<file path="src/rtl/sdrc_tg_pkg.sv">
// Shared types and helpers for the SDRAM Wishbone traffic generator:
// FSM state encoding, Wishbone cycle-type codes and burst-length clamping.
package sdrc_tg_pkg;

    typedef enum logic [2:0] {
        ST_IDLE,
        ST_WAIT_INIT,
        ST_WR_BURST,
        ST_WR_GAP,
        ST_RD_BURST,
        ST_RD_GAP,
        ST_DONE
    } tg_state_e;

    localparam logic [2:0] CTI_CLASSIC = 3'b000;
    localparam logic [2:0] CTI_INCR    = 3'b010;
    localparam logic [2:0] CTI_EOB     = 3'b111;

    localparam int MAX_BL_DEFAULT = 8;

    // A zero length still moves one beat; oversize requests fold to the maximum.
    function automatic logic [3:0] clamp_bl(input logic [3:0] len, input logic [3:0] max_bl);
        if (len == 4'd0)  return 4'd1;
        if (len > max_bl) return max_bl;
        return len;
    endfunction

    function automatic logic [2:0] cti_for(input logic [3:0] beat, input logic [3:0] blen);
        if (blen == 4'd1)          return CTI_CLASSIC;
        if (beat == blen - 4'd1)   return CTI_EOB;
        return CTI_INCR;
    endfunction

endpackage

</file>
<file path="src/rtl/sdrc_tg_watchdog.sv">
// Bus watchdog: counts stalled strobe cycles and flags the cycle on which
// the stall reaches 2^TMO_W-1 consecutive cycles without an acknowledge.
module sdrc_tg_watchdog #(
    parameter int TMO_W = 8
) (
    input  logic sys_clk,
    input  logic resetn,
    input  logic clr,
    input  logic en,
    output logic tc
);

    // Count value seen during the final (2^TMO_W-1)th stalled cycle.
    localparam logic [TMO_W-1:0] TC_VAL = {{(TMO_W-1){1'b1}}, 1'b0};

    logic [TMO_W-1:0] count_q;
    logic [TMO_W-1:0] count_d;

    always_comb begin
        // NOTE: the hold value is assigned first so no branch can leave count_d unassigned and infer a latch.
        count_d = count_q;
        if (clr) begin
            count_d = '0;
        end else if (en) begin
            count_d = count_q + TMO_W'(1);
        end
    end

    always_ff @(posedge sys_clk or negedge resetn) begin
        // NOTE: non-blocking assignments so every flop samples pre-edge values regardless of block order.
        if (!resetn) begin
            count_q <= '0;
        end else begin
            count_q <= count_d;
        end
    end

    assign tc = en && (count_q == TC_VAL);

endmodule

</file>
<file path="src/rtl/sdrc_wb_traffic_gen.sv">
// Wishbone burst master that writes a seed-derived pattern to SDRAM, reads it
// back and reports pass/fail, error count, first failing address and timeouts.
module sdrc_wb_traffic_gen
    import sdrc_tg_pkg::*;
#(
    parameter int APP_AW = 26,
    parameter int DW     = 32,
    parameter int MAX_BL = MAX_BL_DEFAULT,
    parameter int TMO_W  = 8
) (
    input  logic              sys_clk,
    input  logic              resetn,
    input  logic              start,
    input  logic [APP_AW-1:0] cfg_base_addr,
    input  logic [15:0]       cfg_num_bursts,
    input  logic [3:0]        cfg_burst_len,
    input  logic [DW-1:0]     cfg_seed,
    input  logic              sdr_init_done,
    output logic              wb_cyc_o,
    output logic              wb_stb_o,
    output logic              wb_we_o,
    output logic [APP_AW-1:0] wb_addr_o,
    output logic [DW-1:0]     wb_dat_o,
    output logic [DW/8-1:0]   wb_sel_o,
    output logic [2:0]        wb_cti_o,
    input  logic              wb_ack_i,
    input  logic [DW-1:0]     wb_dat_i,
    output logic              busy,
    output logic              done,
    output logic              pass,
    output logic              timeout,
    output logic [15:0]       err_count,
    output logic [APP_AW-1:0] first_err_addr
);

    localparam logic [3:0] MAX_BL_L = 4'(MAX_BL);

    tg_state_e         state_q, state_d;
    logic [APP_AW-1:0] base_q, base_d;
    logic [15:0]       nbursts_q, nbursts_d;
    logic [3:0]        blen_q, blen_d;
    logic [DW-1:0]     seed_q, seed_d;
    logic [3:0]        beat_q, beat_d;
    logic [15:0]       burst_q, burst_d;
    logic              cyc_q, cyc_d;
    logic              stb_q, stb_d;
    logic              we_q, we_d;
    logic [APP_AW-1:0] addr_q, addr_d;
    logic [DW-1:0]     dat_q, dat_d;
    logic [DW/8-1:0]   sel_q, sel_d;
    logic [2:0]        cti_q, cti_d;
    logic              busy_q, busy_d;
    logic              done_q, done_d;
    logic              pass_q, pass_d;
    logic              timeout_q, timeout_d;
    logic [15:0]       err_count_q, err_count_d;
    logic [APP_AW-1:0] first_err_addr_q, first_err_addr_d;

    logic ack_hit;
    logic wd_tc;

    assign ack_hit = stb_q && wb_ack_i;

    sdrc_tg_watchdog #(
        .TMO_W (TMO_W)
    ) u_watchdog (
        .sys_clk (sys_clk),
        .resetn  (resetn),
        .clr     (!stb_q || wb_ack_i),
        .en      (stb_q && !wb_ack_i),
        .tc      (wd_tc)
    );

    always_comb begin
        state_d          = state_q;
        base_d           = base_q;
        nbursts_d        = nbursts_q;
        blen_d           = blen_q;
        seed_d           = seed_q;
        beat_d           = beat_q;
        burst_d          = burst_q;
        cyc_d            = cyc_q;
        stb_d            = stb_q;
        we_d             = we_q;
        addr_d           = addr_q;
        dat_d            = dat_q;
        cti_d            = cti_q;
        busy_d           = busy_q;
        done_d           = done_q;
        pass_d           = pass_q;
        timeout_d        = timeout_q;
        err_count_d      = err_count_q;
        first_err_addr_d = first_err_addr_q;

        case (state_q)
            ST_IDLE, ST_DONE: begin
                if (state_q == ST_DONE) begin
                    done_d = 1'b1;
                    pass_d = (err_count_q == 16'd0) && !timeout_q;
                end
                if (start) begin
                    base_d           = cfg_base_addr;
                    nbursts_d        = cfg_num_bursts;
                    blen_d           = clamp_bl(cfg_burst_len, MAX_BL_L);
                    seed_d           = cfg_seed;
                    beat_d           = 4'd0;
                    burst_d          = 16'd0;
                    err_count_d      = 16'd0;
                    first_err_addr_d = '0;
                    timeout_d        = 1'b0;
                    done_d           = 1'b0;
                    pass_d           = 1'b0;
                    if (cfg_num_bursts == 16'd0) begin
                        state_d = ST_DONE;
                    end else begin
                        state_d = ST_WAIT_INIT;
                        busy_d  = 1'b1;
                    end
                end
            end

            ST_WAIT_INIT: begin
                if (sdr_init_done) begin
                    state_d = ST_WR_BURST;
                    cyc_d   = 1'b1;
                    stb_d   = 1'b1;
                    we_d    = 1'b1;
                    addr_d  = base_q;
                    dat_d   = seed_q;
                    cti_d   = cti_for(4'd0, blen_q);
                end
            end

            ST_WR_BURST, ST_RD_BURST: begin
                if (wd_tc) begin
                    state_d   = ST_DONE;
                    cyc_d     = 1'b0;
                    stb_d     = 1'b0;
                    we_d      = 1'b0;
                    timeout_d = 1'b1;
                    pass_d    = 1'b0;
                    busy_d    = 1'b0;
                end else if (ack_hit) begin
                    // Address and pattern always track base/seed plus the global beat index.
                    addr_d = addr_q + APP_AW'(1);
                    dat_d  = dat_q + DW'(1);
                    if ((state_q == ST_RD_BURST) && (wb_dat_i != dat_q)) begin
                        if (err_count_q != 16'hFFFF) begin
                            err_count_d = err_count_q + 16'd1;
                        end
                        if (err_count_q == 16'd0) begin
                            first_err_addr_d = addr_q;
                        end
                    end
                    if (beat_q == blen_q - 4'd1) begin
                        cyc_d   = 1'b0;
                        stb_d   = 1'b0;
                        beat_d  = 4'd0;
                        burst_d = burst_q + 16'd1;
                        if (state_q == ST_WR_BURST) begin
                            state_d = ST_WR_GAP;
                        end else if (burst_q == nbursts_q - 16'd1) begin
                            state_d = ST_DONE;
                            we_d    = 1'b0;
                            busy_d  = 1'b0;
                        end else begin
                            state_d = ST_RD_GAP;
                        end
                    end else begin
                        beat_d = beat_q + 4'd1;
                        cti_d  = cti_for(beat_q + 4'd1, blen_q);
                    end
                end
            end

            ST_WR_GAP: begin
                cyc_d = 1'b1;
                stb_d = 1'b1;
                cti_d = cti_for(4'd0, blen_q);
                if (burst_q == nbursts_q) begin
                    state_d = ST_RD_BURST;
                    we_d    = 1'b0;
                    burst_d = 16'd0;
                    addr_d  = base_q;
                    dat_d   = seed_q;
                end else begin
                    state_d = ST_WR_BURST;
                end
            end

            ST_RD_GAP: begin
                state_d = ST_RD_BURST;
                cyc_d   = 1'b1;
                stb_d   = 1'b1;
                cti_d   = cti_for(4'd0, blen_q);
            end

            default: state_d = ST_IDLE;
        endcase

        sel_d = stb_d ? '1 : '0;
    end

    always_ff @(posedge sys_clk or negedge resetn) begin
        if (!resetn) begin
            state_q          <= ST_IDLE;
            base_q           <= '0;
            nbursts_q        <= 16'd0;
            blen_q           <= 4'd1;
            seed_q           <= '0;
            beat_q           <= 4'd0;
            burst_q          <= 16'd0;
            cyc_q            <= 1'b0;
            stb_q            <= 1'b0;
            we_q             <= 1'b0;
            addr_q           <= '0;
            dat_q            <= '0;
            sel_q            <= '0;
            cti_q            <= CTI_CLASSIC;
            busy_q           <= 1'b0;
            done_q           <= 1'b0;
            pass_q           <= 1'b0;
            timeout_q        <= 1'b0;
            err_count_q      <= 16'd0;
            first_err_addr_q <= '0;
        end else begin
            state_q          <= state_d;
            base_q           <= base_d;
            nbursts_q        <= nbursts_d;
            blen_q           <= blen_d;
            seed_q           <= seed_d;
            beat_q           <= beat_d;
            burst_q          <= burst_d;
            cyc_q            <= cyc_d;
            stb_q            <= stb_d;
            we_q             <= we_d;
            addr_q           <= addr_d;
            dat_q            <= dat_d;
            sel_q            <= sel_d;
            cti_q            <= cti_d;
            busy_q           <= busy_d;
            done_q           <= done_d;
            pass_q           <= pass_d;
            timeout_q        <= timeout_d;
            err_count_q      <= err_count_d;
            first_err_addr_q <= first_err_addr_d;
        end
    end

    assign wb_cyc_o       = cyc_q;
    assign wb_stb_o       = stb_q;
    assign wb_we_o        = we_q;
    assign wb_addr_o      = addr_q;
    assign wb_dat_o       = dat_q;
    assign wb_sel_o       = sel_q;
    assign wb_cti_o       = cti_q;
    assign busy           = busy_q;
    assign done           = done_q;
    assign pass           = pass_q;
    assign timeout        = timeout_q;
    assign err_count      = err_count_q;
    assign first_err_addr = first_err_addr_q;

endmodule

</file>
<file path="config.mk">
export PLATFORM = sky130hd
export DESIGN_NAME = sdrc_wb_traffic_gen
export DESIGN_NICKNAME = d
export VERILOG_FILES = /design/src/rtl/sdrc_tg_pkg.sv /design/src/rtl/sdrc_tg_watchdog.sv /design/src/rtl/sdrc_wb_traffic_gen.sv
export SDC_FILE = /design/constraint.sdc
export NUM_CORES = 1
export LEC_CHECK = 0
export BUFFER_PORTS_ARGS = -buffer_cell sky130_fd_sc_hd__buf_2
export CORE_MARGIN = 5
export CORE_UTILIZATION = 41
export CTS_CLUSTER_DIAMETER = 100
export DETAILED_ROUTE_END_ITERATION = 12
export SLEW_MARGIN = 15
export SYNTH_ARGS = -nofsm -noshare
export SYNTH_HDL_FRONTEND = slang
export SYNTH_SLANG_ARGS = --single-unit
</file>
<file path="constraint.sdc">
create_clock -name sys_clk -period 3.2 [get_ports sys_clk]
set_clock_uncertainty 0.05 [all_clocks]
set_input_delay 0.64 -clock sys_clk [delete_from_list [all_inputs] [get_ports sys_clk]]
set_output_delay 0.64 -clock sys_clk [all_outputs]
set_load 0.1 [all_outputs]
</file>
# [Yosys cells after proc, flatten, opt, wreduce, memory -nomap -nowiden]
# Index checks and enable logic that the tools add are counted.
[classes] eq_ne=31 mux=124 order_cmp=1 reduce_logical=38 n_addsub=8
[ops] operator="$mux 26" n=9
[ops] operator="$mux 16" n=9
[ops] operator="$mux 32" n=4
[ops] operator="$pmux 32 s3" n=1
[ops] operator="$pmux 26 s3" n=1
[ops] operator="$mux 3" n=23
[ops] operator="$mux 1" n=53
[ops] operator="$pmux 26 s2" n=1
[ops] operator="$pmux 16 s3" n=1
[ops] operator="$mux 4" n=9
[ops] operator="$add 16x1->16 const B" n=2
[ops] operator="$add 32x1->32 const B" n=1
[ops] operator="$eq 16x16->1" n=2
[ops] operator="$logic_not 16->1" n=2
[ops] operator="$ne 32x32->1" n=1
[ops] operator="$pmux 16 s2" n=1
[ops] operator="$add 26x1->26 const B" n=1
[ops] operator="$ne 2x2->1 const B" n=11
[ops] operator="$reduce_and 6->1" n=3
[ops] operator="$mux 8" n=2
[ops] operator="$ne 16x16->1 const B" n=1
[ops] operator="$sub 16x1->16 const B" n=1
[ops] operator="$pmux 3 s5" n=1
[ops] operator="$reduce_and 7->1" n=2
[ops] operator="31 further kinds" n=60
[word_totals] output_inout_bits=114 ff_bits=223 input_bits=115 word_cells=223

# [Logic depth before layout (Yosys ltp)]
# Gate-level depths: netlist of run 1.
[logic_depth] word_depth=17 ltp_mapped=11 mapped_depth_nobuf=9

# [Cells and area by module]
# Synthesis of run 1 repeated with hierarchy kept, for this count alone.
[hier_totals] cells_unflattened=1420 hier_area_um2=12270.5
[modules_own_cells] module="sdrc_wb_traffic_gen" n_inst=1 area_per_inst_um2=11858.9 cells_each=1379 seq_area_each_um2=5256.3
[modules_own_cells] module="sdrc_tg_watchdog" n_inst=1 area_per_inst_um2=411.6 cells_each=41 seq_area_each_um2=200.2

# [Worst setup path after synthesis of run 1]
# OpenSTA, ideal clock, no wires.
[synth_timing] path_type="flip-flop to flip-flop" from="register addr_q[2] (netlist: wb_addr_o[2])" to="register addr_q[25] (netlist: wb_addr_o[25])" stages_incl_launch_ff=8 arrival_ns=2.938 slack_ns=0.085 period_less_slack_ns=3.115 path_cell_list="dfrtp_1 > nand3_1 > nor4_1 > nand4_1 > nor3_1 > nand2_1 > o22ai_1 > o2bb2a_1"
[synth_via] elab_chain_len=4
[synth_rtl] element="start: declaration" line="sdrc_wb_traffic_gen.sv:48" source="logic [APP_AW-1:0] addr_q, addr_d;"
[synth_rtl] element="start signal: assignment" line="sdrc_wb_traffic_gen.sv:237" source="addr_q <= addr_d;"
[synth_rtl] element="$add 26x1->26" line="sdrc_wb_traffic_gen.sv:145" source="addr_d = addr_q + APP_AW'(1);"
[synth_rtl] element="$mux 26" line="sdrc_wb_traffic_gen.sv:143" source="end else if (ack_hit) begin"
[synth_rtl] element="$mux 26" line="sdrc_wb_traffic_gen.sv:135" source="if (wd_tc) begin"
[synth_rtl] element="$pmux 26 s3" line="sdrc_wb_traffic_gen.sv:95" source="case (state_q)"
# Every way passes these cells. The select of a mux whose other input is x is not followed.
# A chain may end at the register's enable or synchronous reset.

# [Final worst setup path of run 1]
[layout_timing] from="register blen_q[0]" to="register burst_q[5]"
[layout_via] elab_chain_len=4
[layout_rtl] element="start: declaration" line="sdrc_wb_traffic_gen.sv:41" source="logic [3:0] blen_q, blen_d;"
[layout_rtl] element="start signal: assignment" line="sdrc_wb_traffic_gen.sv:230" source="blen_q <= blen_d;"
[layout_rtl] element="$sub 4x1->4" line="sdrc_wb_traffic_gen.sv:155" source="if (beat_q == blen_q - 4'd1) begin"
[layout_rtl] element="$eq 4x4->1" line="sdrc_wb_traffic_gen.sv:155"
[layout_rtl] element="$ne 2x2->1 (no line)"
[layout_rtl] element="$reduce_and 6->1 (no line)"
[layout_rtl] element="end signal: assignment" line="sdrc_wb_traffic_gen.sv:233" source="burst_q <= burst_d;"
[layout_rtl] element="end: declaration" line="sdrc_wb_traffic_gen.sv:44" source="logic [15:0] burst_q, burst_d;"
# Every way passes these cells.

==> results of run 1 <==
layout make-up:
type | count | share of cell area
flip-flops and latches | 218 | 0.380
clock inverters | 2 | 0.00322
multi-input cells | 1114 | 0.421
well taps | 384 | 0.0335
inverters | 28 | 0.00732
diodes | 1 | 0.000174
clock buffers | 42 | 0.0530
repair buffers | 257 | 0.102
layer usage:
| metal | vias to the layer above | part of all wire | GRT usage |
|---|---|---|---|
| met5 | - | 0 | 0 |
| met4 | 0 | 0.021 | 0.0514 |
| met3 | 48 | 0.052 | 0.0310 |
| met2 | 329 | 0.48 | 0.350 |
| met1 | 5269 | 0.45 | 0.294 |
| li1 | 5434 | - | - |
worst min path at each step:
stage	from	endpoint	depth (start not counted)
2_1_floorplan	resetn	base_q[0]	0
3_3_place_gp	base_q[16]	base_q[16]	2
3_5_place_dp	base_q[16]	base_q[16]	2
4_1_cts	cfg_base_addr[23]	base_q[23]	3
5_1_grt	cfg_base_addr[13]	base_q[13]	3
6_report	cfg_seed[11]	seed_q[11]	3
metrics by stage:
stage,cell area [sq um],setup slack (ns)
3_3_place_gp,13500,0.287
4_1_cts,14400,0.324
2_1_floorplan,12000,0.0846
3_5_place_dp,13500,0.280
6_report,14400,0.337
5_1_grt,14400,0.144
timing repair:
action,CTS,global route
hold buffers,1,0
endpoints found under the setup margin,0,0
hold endpoints to repair,39,0
cell families (layout without fill, tap and decap cells):
kind of cell / after synthesis / in the layout / synth area share
fa+ha+maj: 11 / 11 / 0.0115
flops: 218 / 218 / 0.456
mux: 7 / 7 / 0.00616
xor+xnor: 78 / 78 / 0.0582
other cells: 0 / 1 / 0
compound gates: 346 / 346 / 0.170
simple gates: 672 / 672 / 0.257
buf+inv: 116 / 329 / 0.0419
layout by cell type (no fill, tap or decap), types with 21 or more instances in the layout:
| cell type | Yosys | layout |
|---|---|---|
| sky130_fd_sc_hd__xor2_1 | 53 | 53 |
| sky130_fd_sc_hd__nor4_1 | 27 | 27 |
| sky130_fd_sc_hd__nand4_1 | 30 | 30 |
| sky130_fd_sc_hd__o22ai_1 | 27 | 27 |
| sky130_fd_sc_hd__clkbuf_16 | 0 | 26 |
| sky130_fd_sc_hd__a21oi_1 | 136 | 136 |
| sky130_fd_sc_hd__nand2_1 | 391 | 390 |
| sky130_fd_sc_hd__o21ai_0 | 110 | 109 |
| sky130_fd_sc_hd__dfrtp_1 | 217 | 217 |
| sky130_fd_sc_hd__buf_2 | 11 | 227 |
| sky130_fd_sc_hd__inv_1 | 27 | 27 |
| sky130_fd_sc_hd__xnor2_1 | 24 | 24 |
| sky130_fd_sc_hd__buf_4 | 8 | 21 |
| sky130_fd_sc_hd__nand3_1 | 40 | 39 |
| sky130_fd_sc_hd__nor2_1 | 76 | 74 |
registers in the layout, indices dropped and copies added (netlist names), 8 cells and up:
name and cells:
nbursts_q 16, wb_addr_o 26, base_q 26, wb_dat_o 32, err_count 16, burst_q 16, seed_q 32, u_watchdog.count_q 8
first_err_addr 26
tightest hold or removal path: stages:
cell	delay, ns
sky130_fd_sc_hd__buf_2	0.07
sky130_fd_sc_hd__nand2_1	0.04
sky130_fd_sc_hd__nand2_1	0.04
==> impl_summary.md, run 1 <==
Flow run
The max-capacitance violation count is 0.

Worst setup path
The last element of the critical path is burst_q[5]. STA classifies the critical path endpoint as a register. For this design, the slowest cell found on the critical path is sky130_fd_sc_hd__dfstp_2. For the worst setup path, the data arrival time is about 3.3 ns. The kind of start point of the critical path is a register. Along the worst path, the maximum fanout reaches 13.

The number of buffers and inverters on the critical path is 1. The most repeated library cell on the critical path is sky130_fd_sc_hd__a21oi_1. The worst-case reg-to-reg path depth is 9. The top cell family by delay on the critical path is simple AND/OR/NAND/NOR gates. Data on the critical path is required at its endpoint by ~3.6 ns.

By startpoint and endpoint, the worst setup path is classified as register to register. The slack of the worst reg-to-reg path is 0.34 ns. The critical path goes through inv_1, ha_1, xnor3_1, and3_1, nand4_1, a21oi_1, nand4_4, or3_2, a21oi_1. The count of cell instances traversed by the critical path is 9. The stage delay of the slowest cell on the critical path is ~0.56 ns. The startpoint of the worst register-to-register path is blen_q[0]. The worst register-to-register path ends at burst_q[5]. The most critical setup path has its startpoint at blen_q[0].

Cells and area
The register area is 5460 sq um. After filler insertion, the fill cell instance count of the layout stands at approximately 2.8k. The area growth from synthesis to layout is 19.9%. The area of the multi-input gates is just over 6000 sq um.

Of the cells placed in the final design, the portion with a size suffix greater than 1 is 0.190. Measured on the finished design, the core utilization comes to 0.499. The final-stage net count is about 1.8k.

The post-route non-filler standard cell count is between 2k and 2.5k.

Yosys
The sequential-to-total area share from yosys stat is 0.456. The main flop type after synthesis is sky130_fd_sc_hd__dfrtp_1. The share of synthesized area in the top cell type comes to 0.453. In the post-synthesis netlist, the cell with the most instances is sky130_fd_sc_hd__nand2_1. Ranked by total cell area, the synthesized netlist is headed by sky130_fd_sc_hd__dfrtp_1, sky130_fd_sc_hd__nand2_1, sky130_fd_sc_hd__a21oi_1. After synthesis, the most frequently instantiated cells are sky130_fd_sc_hd__nand2_1, sky130_fd_sc_hd__dfrtp_1, sky130_fd_sc_hd__a21oi_1. Synthesis produced around 1.4k cells.

In this run, synthesis inferred 0 flip-flops with an integrated enable. The number of flip-flops and latches in the synthesized netlist is around 220. The average size of a mapped cell is just over 8 sq um. The number of nets in the synthesized netlist is ~1.6k. After synthesis, the share of flip-flops with an asynchronous set or reset is 1.00. The total standard cell area after synthesis is approximately 12000 sq um.

The leading area contributor after synthesis is sky130_fd_sc_hd__dfrtp_1. During synthesis, Yosys emitted a total of 0 warnings. The post-synthesis cell type count is 73.

Outcome
The run finished with clean final reports.

Floorplanning
The total area inside the core boundary comes to about 29000 sq um. The count of pins on the block boundary is approximately 230. The initial utilization of the core area, before any placement, comes to 0.416.

The area enclosed by the die boundary is around 33000 sq um. The die extent in y is around 180 um. After floorplanning, the core was divided into just over 60 placement rows. The floorplan die width is around 180 um.

Drt
Dividing the detail-routed wire length by the instance count gives ~17 um. The residual antenna-violating net count after detailed routing is 0. In this run, the number of DRC markers left after iteration 0 of detailed routing was 750. In the routed layout, each cell is associated on average with a via count of about 5.4. The routed design has between 30 and 40 mm of wire. The number of iterations in the first detailed-routing pass is 5. The routed via count is between 10k and 15k.

The number of DRC violations after detailed routing is 0.

GRT
The global-route wire length before repair is roughly 58 mm. Entering global routing, the biggest net connects 94 pins. For this run the aggregate overflow at the end of global routing stands at 0. Across every metal layer, demand over resource in global routing totals 0.211. The via count of the first global-routing pass is between 10k and 15k. The initial antenna violation count is 1.

STA
In the finished design, the share of the clock period the worst path needs comes to 0.895. The final number of setup-violating endpoints is 0. Across all hold checks on the routed design, the worst slack comes to 0.234 ns. The post-route minimum period is approximately 2.9 ns. The count of endpoints failing hold in the final timing report came to 0.

Based on the critical path, the design can be clocked at up to about 350 MHz. Setup repair after global routing left no endpoint under its margin. The worst relative slew slack is 0.413. Adding up every negative setup slack in the final design gives 0 ns. The number of slew-limit violations in the final report came to 0. For the pin with the worst max-slew slack, the measured transition is a little under 0.9 ns.

Clock tree
No sink is reached through more buffers than the 3 on the longest clock path. The CTS root buffer is sky130_fd_sc_hd__clkbuf_16. The clock slew seen by the registers of the worst setup and hold paths is about 0.060 ns. The number of levels in the clock H-tree is 1.

Clock tree synthesis found a total of roughly 220 sinks. In this run the post-CTS setup repair buffer count came out at 0. TritonCTS built the clock tree.

Clock latency on the worst-skew pair, taken at its later pin, is about 0.54 ns. The post-cts sizing count is 0. The number of buffers created by CTS is 26.

Placement
The cell count after placement is around 2k. The count of buffers from port buffering is ~230. The placer congestion estimate is roughly 0.85. The placed wire-length estimate is between 20 and 25 mm.

Hold path
The kind of path behind the tightest hold check is input port to register.
Power of run 1 is not shown: default switching activity piles up to over one toggle a cycle in this logic, so the estimate is an artifact.
==> run 2: changes to the inputs <==
--- a/config.mk
+++ b/config.mk
@@ -12,2 +12,3 @@
 export DETAILED_ROUTE_END_ITERATION = 12
+export REMOVE_ABC_BUFFERS = 1
 export SLEW_MARGIN = 15
--- a/constraint.sdc
+++ b/constraint.sdc
@@ -4,2 +4,2 @@
 set_output_delay 0.64 -clock sys_clk [all_outputs]
-set_load 0.1 [all_outputs]
+set_load 0.02 [all_outputs]
==> run 2 against run 1 <==
Fmax is 6.7% lower. Global-route usage rose by 0.32 points. Sequential share of layout area fell by 0.25 points. Worst setup slack got worse by 0.21 ns. Non-clock buffer count increased by 5. Die area stayed put. Critical path depth unchanged. Routed wire length increased by 0.52%. Final cell count rose by 0.29%. Core utilization rose by 0.33 points. Sequential cell count unchanged. Worst hold slack worse by 0.16 ns.
==> impl_summary.md, run 2 (synthesis results as in run 1) <==
GRT
The pin count of the biggest net entering global routing came to 86 (was 94). The global-route wire length before repair came to 58.9 mm (was 57.6 mm). The initial antenna violation count is 0 (was 1). The combined global-route utilization of all metal layers is 0.214 (was 0.211). The via count of the first global-routing pass is 11.0k (was 10.7k).

The leftover overflow at the end of global routing is 0 (unchanged).

STA
The number of slew-limit violations in the final report was 0 (unchanged). The final number of setup-violating endpoints is 0 (unchanged). Unrepaired setup endpoints after global routing: no (unchanged). The final cycle utilization of the critical path is 0.959 (was 0.895). The transition time of the tightest slew-check pin is 0.717 ns (was 0.873 ns). The count of endpoints failing hold in the final timing report came to 0 (unchanged). The worst relative slew slack is 0.522 (was 0.413). The post-route minimum period is 3.07 ns (was 2.86 ns).

The final setup slack of the worst path is 0.131 ns (was 0.337 ns). The maximum clock rate is 326 MHz (was 349 MHz).

Cells and area
The final-stage net count is 1776 (was 1771). The most frequent standard cell in the layout excluding fill and tap cells is sky130_fd_sc_hd__nand2_1 (unchanged). Top library cells by usage in the layout, fill and taps aside: sky130_fd_sc_hd__nand2_1, sky130_fd_sc_hd__buf_2, sky130_fd_sc_hd__dfrtp_1, sky130_fd_sc_hd__a21oi_1, sky130_fd_sc_hd__o21ai_0 (unchanged).

The antenna diode instance count is 0 (was 1). The summed area of non-filler cells in the final layout came to 14500 sq um (was 14400 sq um). The post-synthesis to final-layout area growth came to 20.7% (was 19.9%). The fraction of layout cells with a size suffix above 1 was 0.196 (was 0.190).

Clock tree
The post-cts sizing count is 0 (unchanged). The number of levels in the clock H-tree is 1 (unchanged). The clock slew seen by the registers of the worst setup and hold paths is 0.06 ns (about the same). The number of buffers inserted for hold repair after clock tree synthesis is 0 (was 1). The deepest clock path buffer count was 3 (unchanged). The number of buffers created by CTS is 26 (unchanged). The number of setup buffers added after CTS is 0 (unchanged).

The insertion delay of the later-clocked pin in the worst-skew pair is 0.53 ns (was 0.54 ns). The CTS tree was done (unchanged). The number of clock sinks seen by CTS is 218 (unchanged). The CTS root buffer is sky130_fd_sc_hd__clkbuf_16 (unchanged).

Placement
The total cell area at the placement stage is 13600 sq um (was 13500 sq um). The placer congestion estimate is 0.877 (was 0.846). The worst setup timing slack at the placement stage is 0.176 ns (was 0.280 ns). The placed wire-length estimate is 25.3 mm (was 25.0 mm). The count of buffers from port buffering is 228 (unchanged).

Power
Power spread over the standard cell area amounts to between 1000 and 1500 nW/um^2. Across the VDD grid, the largest voltage drop is approximately 500 uV. Summed over all cells, the static leakage comes to between 0.006 and 0.007 uW. The total power after layout is ~15000 uW.

Worst setup path
Cell breakdown of the critical path: inv_1, ha_1, xnor3_1, and3_1, and2_0, o32a_4, nand4_4, or3_2, a21oi_1 (was inv_1, ha_1, xnor3_1, and3_1, nand4_1, a21oi_1, nand4_4, or3_2, a21oi_1). The kind of start point of the critical path is a register (unchanged). The worst path required time is 3.59 ns (was 3.60 ns).

The element type at the critical path end is a register (unchanged). The kind of critical path is register to register (unchanged). The endpoint of the most critical register-to-register path is burst_q[5] (unchanged). The number of buffers and inverters on the critical path is 1 (unchanged). The worst-path cell with the longest stage delay is sky130_fd_sc_hd__dfstp_2 (unchanged). The top cell family by delay on the critical path is simple AND/OR/NAND/NOR gates (unchanged). The stage delay of the slowest cell on the critical path is 0.57 ns (was 0.56 ns).

The peak fanout along the critical path is 13 (unchanged). The worst-case reg-to-reg path depth came to 9 (unchanged). The slack of the worst reg-to-reg path is 0.13 ns (was 0.34 ns). The data arrival time at the worst-slack endpoint is 3.46 ns (was 3.26 ns). The startpoint of the worst register-to-register path is blen_q[0] (unchanged). The count of cell instances traversed by the critical path was 9 (unchanged).

Hold path
The kind of path behind the tightest hold check is input port to asynchronous set/reset pin (was input port to register).

Drt
The routed length per instance was 17.5 um (was 17.4 um). The routed wire length came to 35.8 mm (was 35.7 mm). The residual antenna-violating net count after detailed routing is 0 (unchanged). The per-cell via count in the routed design is 5.49 (was 5.42). The routed via count is 11.3k (was 11.1k). The number of violations reported at the end of detailed-routing iteration 0 was 959 (was 750). The number of DRC violations after detailed routing came to 0 (unchanged). The number of iterations in the first detailed-routing pass came to 5 (unchanged).

Floorplanning
The floorplan die width is 181 um (unchanged). The die extent in y is 181 um (unchanged). The effective utilization at floorplan is 0.416 (unchanged).

The core area is 28800 sq um (unchanged). The number of standard-cell rows in the floorplan was 62 (unchanged). The area enclosed by the die boundary was 32700 sq um (unchanged).

The count of pins on the block boundary was 229 (unchanged).

Flow run
The max-capacitance violation count came to 0 (unchanged).

Outcome
Result of the run: finished, final reports clean (unchanged).
-- run 2: layer usage --
| metal | GRT usage | vias up | wire length (um) |
|---|---|---|---|
| li1 | - | 5469 | - |
| met1 | 0.306 | 5337 | 16300 |
| met2 | 0.334 | 382 | 16200 |
| met3 | 0.0360 | 77 | 2170 |
| met4 | 0.0687 | 0 | 1180 |
| met5 | 0 | - | 0 |
-- run 2: how the worst max path moves through the flow --
| stage | from | end | slack, ns |
|---|---|---|---|
| floorplan | state_q[1] | err_count[13] | -3.35 |
| CTS | blen_q[0] | burst_q[5] | 0.15 |
| global placement | blen_q[0] | burst_q[7] | 0.29 |
| global route | blen_q[0] | burst_q[7] | 0.003 |
| detailed placement | blen_q[0] | burst_q[5] | 0.18 |
| finish | blen_q[0] | burst_q[5] | 0.13 |
-- run 2: metrics by stage --
step	util	hold slack, ns	TNS, ns	instances
finish	0.502	0.0770	0	2052
global route	0.502	0.134	0	2052
CTS	0.502	0.102	0	2052
detailed placement	0.473	0.407	0	2006
global placement	0.473	0.406	0	2006
floorplan	-	0.294	-373.04	1360
-- run 2: power breakdown --
group / internal [uW] / total (uW) / switching, uW
registers: 3850 / 5100 / 1250
logic: 2500 / 6790 / 4290
clock network: 1730 / 2880 / 1150
-- run 2: area by class of cell --
type                       count  area, sq um
inverter                      28          105
fill                        2819        14300
sequential                   218         5460
timing repair buffer         262         1530
tap                          384          480
clock buffer                  41          778
multi-input combinational   1114         6060
clock inverter                 5         50.0
Note: power is estimated with default switching activity, not from simulation.
==> run 3: changes to the inputs <==
CORE_ASPECT_RATIO = 0.6   (was not set)
PLACE_DENSITY = 0.73   (was not set)
==> run 3 against run 2 <==
Global-route usage increased by 1.0 points. Worst hold slack lost 0.055 ns. Non-clock buffer count is 5 higher. Critical path type unchanged.
==> impl_summary.md, run 3 (synthesis results as in run 1) <==
Floorplanning
The die extent in y was 142 um (was 181 um). The area enclosed by the die boundary is 32800 sq um (was 32700 sq um). The count of pins on the block boundary came to 229 (unchanged).

The effective utilization at floorplan is 0.416 (about the same). The core area is 28800 sq um (about the same). The floorplan die width is 231 um (was 181 um).

The number of standard-cell rows in the floorplan is 48 (was 62).

STA
The post-route minimum period was 2.94 ns (was 3.07 ns). The final cycle utilization of the critical path is 0.919 (was 0.959). The final setup slack of the worst path came to 0.260 ns (was 0.131 ns). Unrepaired setup endpoints after global routing: no (unchanged). The worst relative slew slack is 0.278 (was 0.522).

The accumulated negative setup slack is 0 ns (unchanged). The count of endpoints failing hold in the final timing report was 0 (unchanged). The maximum clock rate was 340 MHz (was 326 MHz).

The transition time of the tightest slew-check pin came to 1.08 ns (was 0.717 ns). The number of slew-limit violations in the final report is 0 (unchanged). The final number of setup-violating endpoints was 0 (unchanged).

Power
The total internal power came to 8140 uW (was 8080 uW). The combinational share of power is 0.463 (was 0.460). The maximum resistive drop on vdd is 597 uV (was 503 uV). The register share of total power is 0.342 (was 0.345). The net switching fraction of the power came to 0.455 (was 0.453). The power density of the placed cells was 1030 nW/um^2 (was 1020 nW/um^2). The net switching power figure is 6800 uW (was 6680 uW). The fraction of power consumed by the clock network is 0.196 (was 0.195). The leakage power total was 0.00669 uW (about the same).

Cells and area
The most frequent standard cell in the layout excluding fill and tap cells is sky130_fd_sc_hd__nand2_1 (unchanged). The fraction of layout cells with a size suffix above 1 is 0.197 (was 0.196). The antenna diode instance count was 0 (unchanged).

The post-synthesis to final-layout area growth came to 20.6% (was 20.7%). The summed area of non-filler cells in the final layout is 14400 sq um (was 14500 sq um). Top library cells by usage in the layout, fill and taps aside: sky130_fd_sc_hd__nand2_1, sky130_fd_sc_hd__buf_2, sky130_fd_sc_hd__dfrtp_1, sky130_fd_sc_hd__a21oi_1, sky130_fd_sc_hd__o21ai_0 (unchanged). The final-stage net count came to 1777 (was 1776). The fill cell instance count of the final layout was 2714 (was 2819).

Hold path
The kind of path behind the tightest hold check is input port to asynchronous set/reset pin (unchanged).

Flow run
The max-capacitance violation count came to 0 (unchanged).

Worst setup path
The data arrival time at the worst-slack endpoint is 3.28 ns (was 3.46 ns). The top cell family by delay on the critical path is simple AND/OR/NAND/NOR gates (unchanged). The number of buffers and inverters on the critical path was 1 (unchanged).

The stage delay of the slowest cell on the critical path is 0.51 ns (was 0.57 ns). Cell breakdown of the critical path: xnor2_1, or4b_4, nor4_4, and2_2, o21ai_2, buf_4, o21ai_0, o21ai_0 (was inv_1, ha_1, xnor3_1, and3_1, and2_0, o32a_4, nand4_4, or3_2, a21oi_1). The kind of critical path is register to register (unchanged). The worst-path cell with the longest stage delay is sky130_fd_sc_hd__or4b_4 (was sky130_fd_sc_hd__dfstp_2).

The element type at the critical path end is a register (unchanged). Among the stages of the critical path, the cell type that occurs most often is sky130_fd_sc_hd__o21ai_0. The peak fanout along the critical path is 24 (was 13).

The worst path required time is 3.54 ns (was 3.59 ns). The worst-case reg-to-reg path depth is 8 (was 9). The count of cell instances traversed by the critical path is 8 (was 9). The kind of start point of the critical path is a register (unchanged).

Drt
The per-cell via count in the routed design is 5.67 (was 5.49). The residual antenna-violating net count after detailed routing is 0 (unchanged). The number of violations reported at the end of detailed-routing iteration 0 was 1272 (was 959). The routed length per instance is 18.5 um (was 17.5 um). The number of DRC violations after detailed routing was 0 (unchanged). The routed via count came to 11.6k (was 11.3k).

The routed wire length is 37.8 mm (was 35.8 mm). The number of iterations in the first detailed-routing pass is 6 (was 5).

Clock tree
The deepest clock path buffer count is 3 (unchanged). The post-cts sizing count is 0 (unchanged). The clock slew seen by the registers of the worst setup and hold paths is 0.06 ns (about the same). The number of levels in the clock H-tree is 1 (unchanged). The number of buffers created by CTS was 22 (was 26). The number of buffers inserted for hold repair after clock tree synthesis is 0 (unchanged). The number of clock sinks seen by CTS came to 218 (unchanged). The CTS tree is done (unchanged). The CTS root buffer is sky130_fd_sc_hd__clkbuf_16 (unchanged). The insertion delay of the later-clocked pin in the worst-skew pair came to 0.52 ns (was 0.53 ns). The number of setup buffers added after CTS was 0 (unchanged).

Placement
The count of buffers from port buffering is 228 (unchanged). The placed wire-length estimate is 27.1 mm (was 25.3 mm). The placer congestion estimate is 0.943 (was 0.877).

The worst setup timing slack at the placement stage is 0.297 ns (was 0.176 ns). The total cell area at the placement stage is 13600 sq um (about the same).

GRT
The global-route wire length before repair is 59.9 mm (was 58.9 mm). The via count of the first global-routing pass was 10.8k (was 11.0k). The leftover overflow at the end of global routing was 0 (unchanged). The combined global-route utilization of all metal layers came to 0.224 (was 0.214). The pin count of the biggest net entering global routing is 138 (was 86). The initial antenna violation count is 0 (unchanged).

Outcome
Result of the run: finished, final reports clean (unchanged).
[run 3: path summary, 6_finish.rpt]
path	slack, ns	end	startpoint
worst min-delay path	0.02	nbursts_q[9]	resetn
max in group asynchronous	2.27	err_count[6]	resetn
worst min register to register	0.42	seed_q[23]	seed_q[23]
worst max register to register	0.26	wb_dat_o[6]	nbursts_q[9]
min in group sys_clk	0.26	base_q[17]	cfg_base_addr[17]
worst max-delay path	0.26	wb_dat_o[6]	nbursts_q[9]
[run 3: layer usage]
metal,global-route usage,share of wire
met5,0,0
met4,0.0594,0.027
met3,0.0419,0.090
met2,0.329,0.42
met1,0.342,0.46
[run 3: layout make-up]
type | instances | area (sq um) | share of cell area
repair buffers | 267 | 1540 | 0.107
flip-flops and latches | 218 | 5460 | 0.378
well taps | 375 | 469 | 0.0325
inverters | 28 | 105 | 0.00728
clock inverters | 8 | 165 | 0.0114
multi-input cells | 1114 | 6060 | 0.420
clock buffers | 32 | 639 | 0.0443
[run 3: stage by stage]
stage / instances / hold WS [ns] / utilization / power, uW
after floorplan: 1360 / 0.294 / - / 9230
after global placement: 2002 / 0.406 / 0.474 / 11800
after detailed placement: 2002 / 0.412 / 0.474 / 12000
after CTS: 2042 / 0.0401 / 0.502 / 15000
after global routing: 2042 / 0.0589 / 0.502 / 16000
final: 2042 / 0.0219 / 0.502 / 14900
[run 3: power by group through the flow]
stage	logic (uW)	registers (uW)	clock network, uW
after floorplan	3770	5460	0
after global placement	6730	5070	0
after detailed placement	6890	5110	0
after CTS	6910	5070	2990
after global routing	7670	5250	3100
final	6910	5100	2930
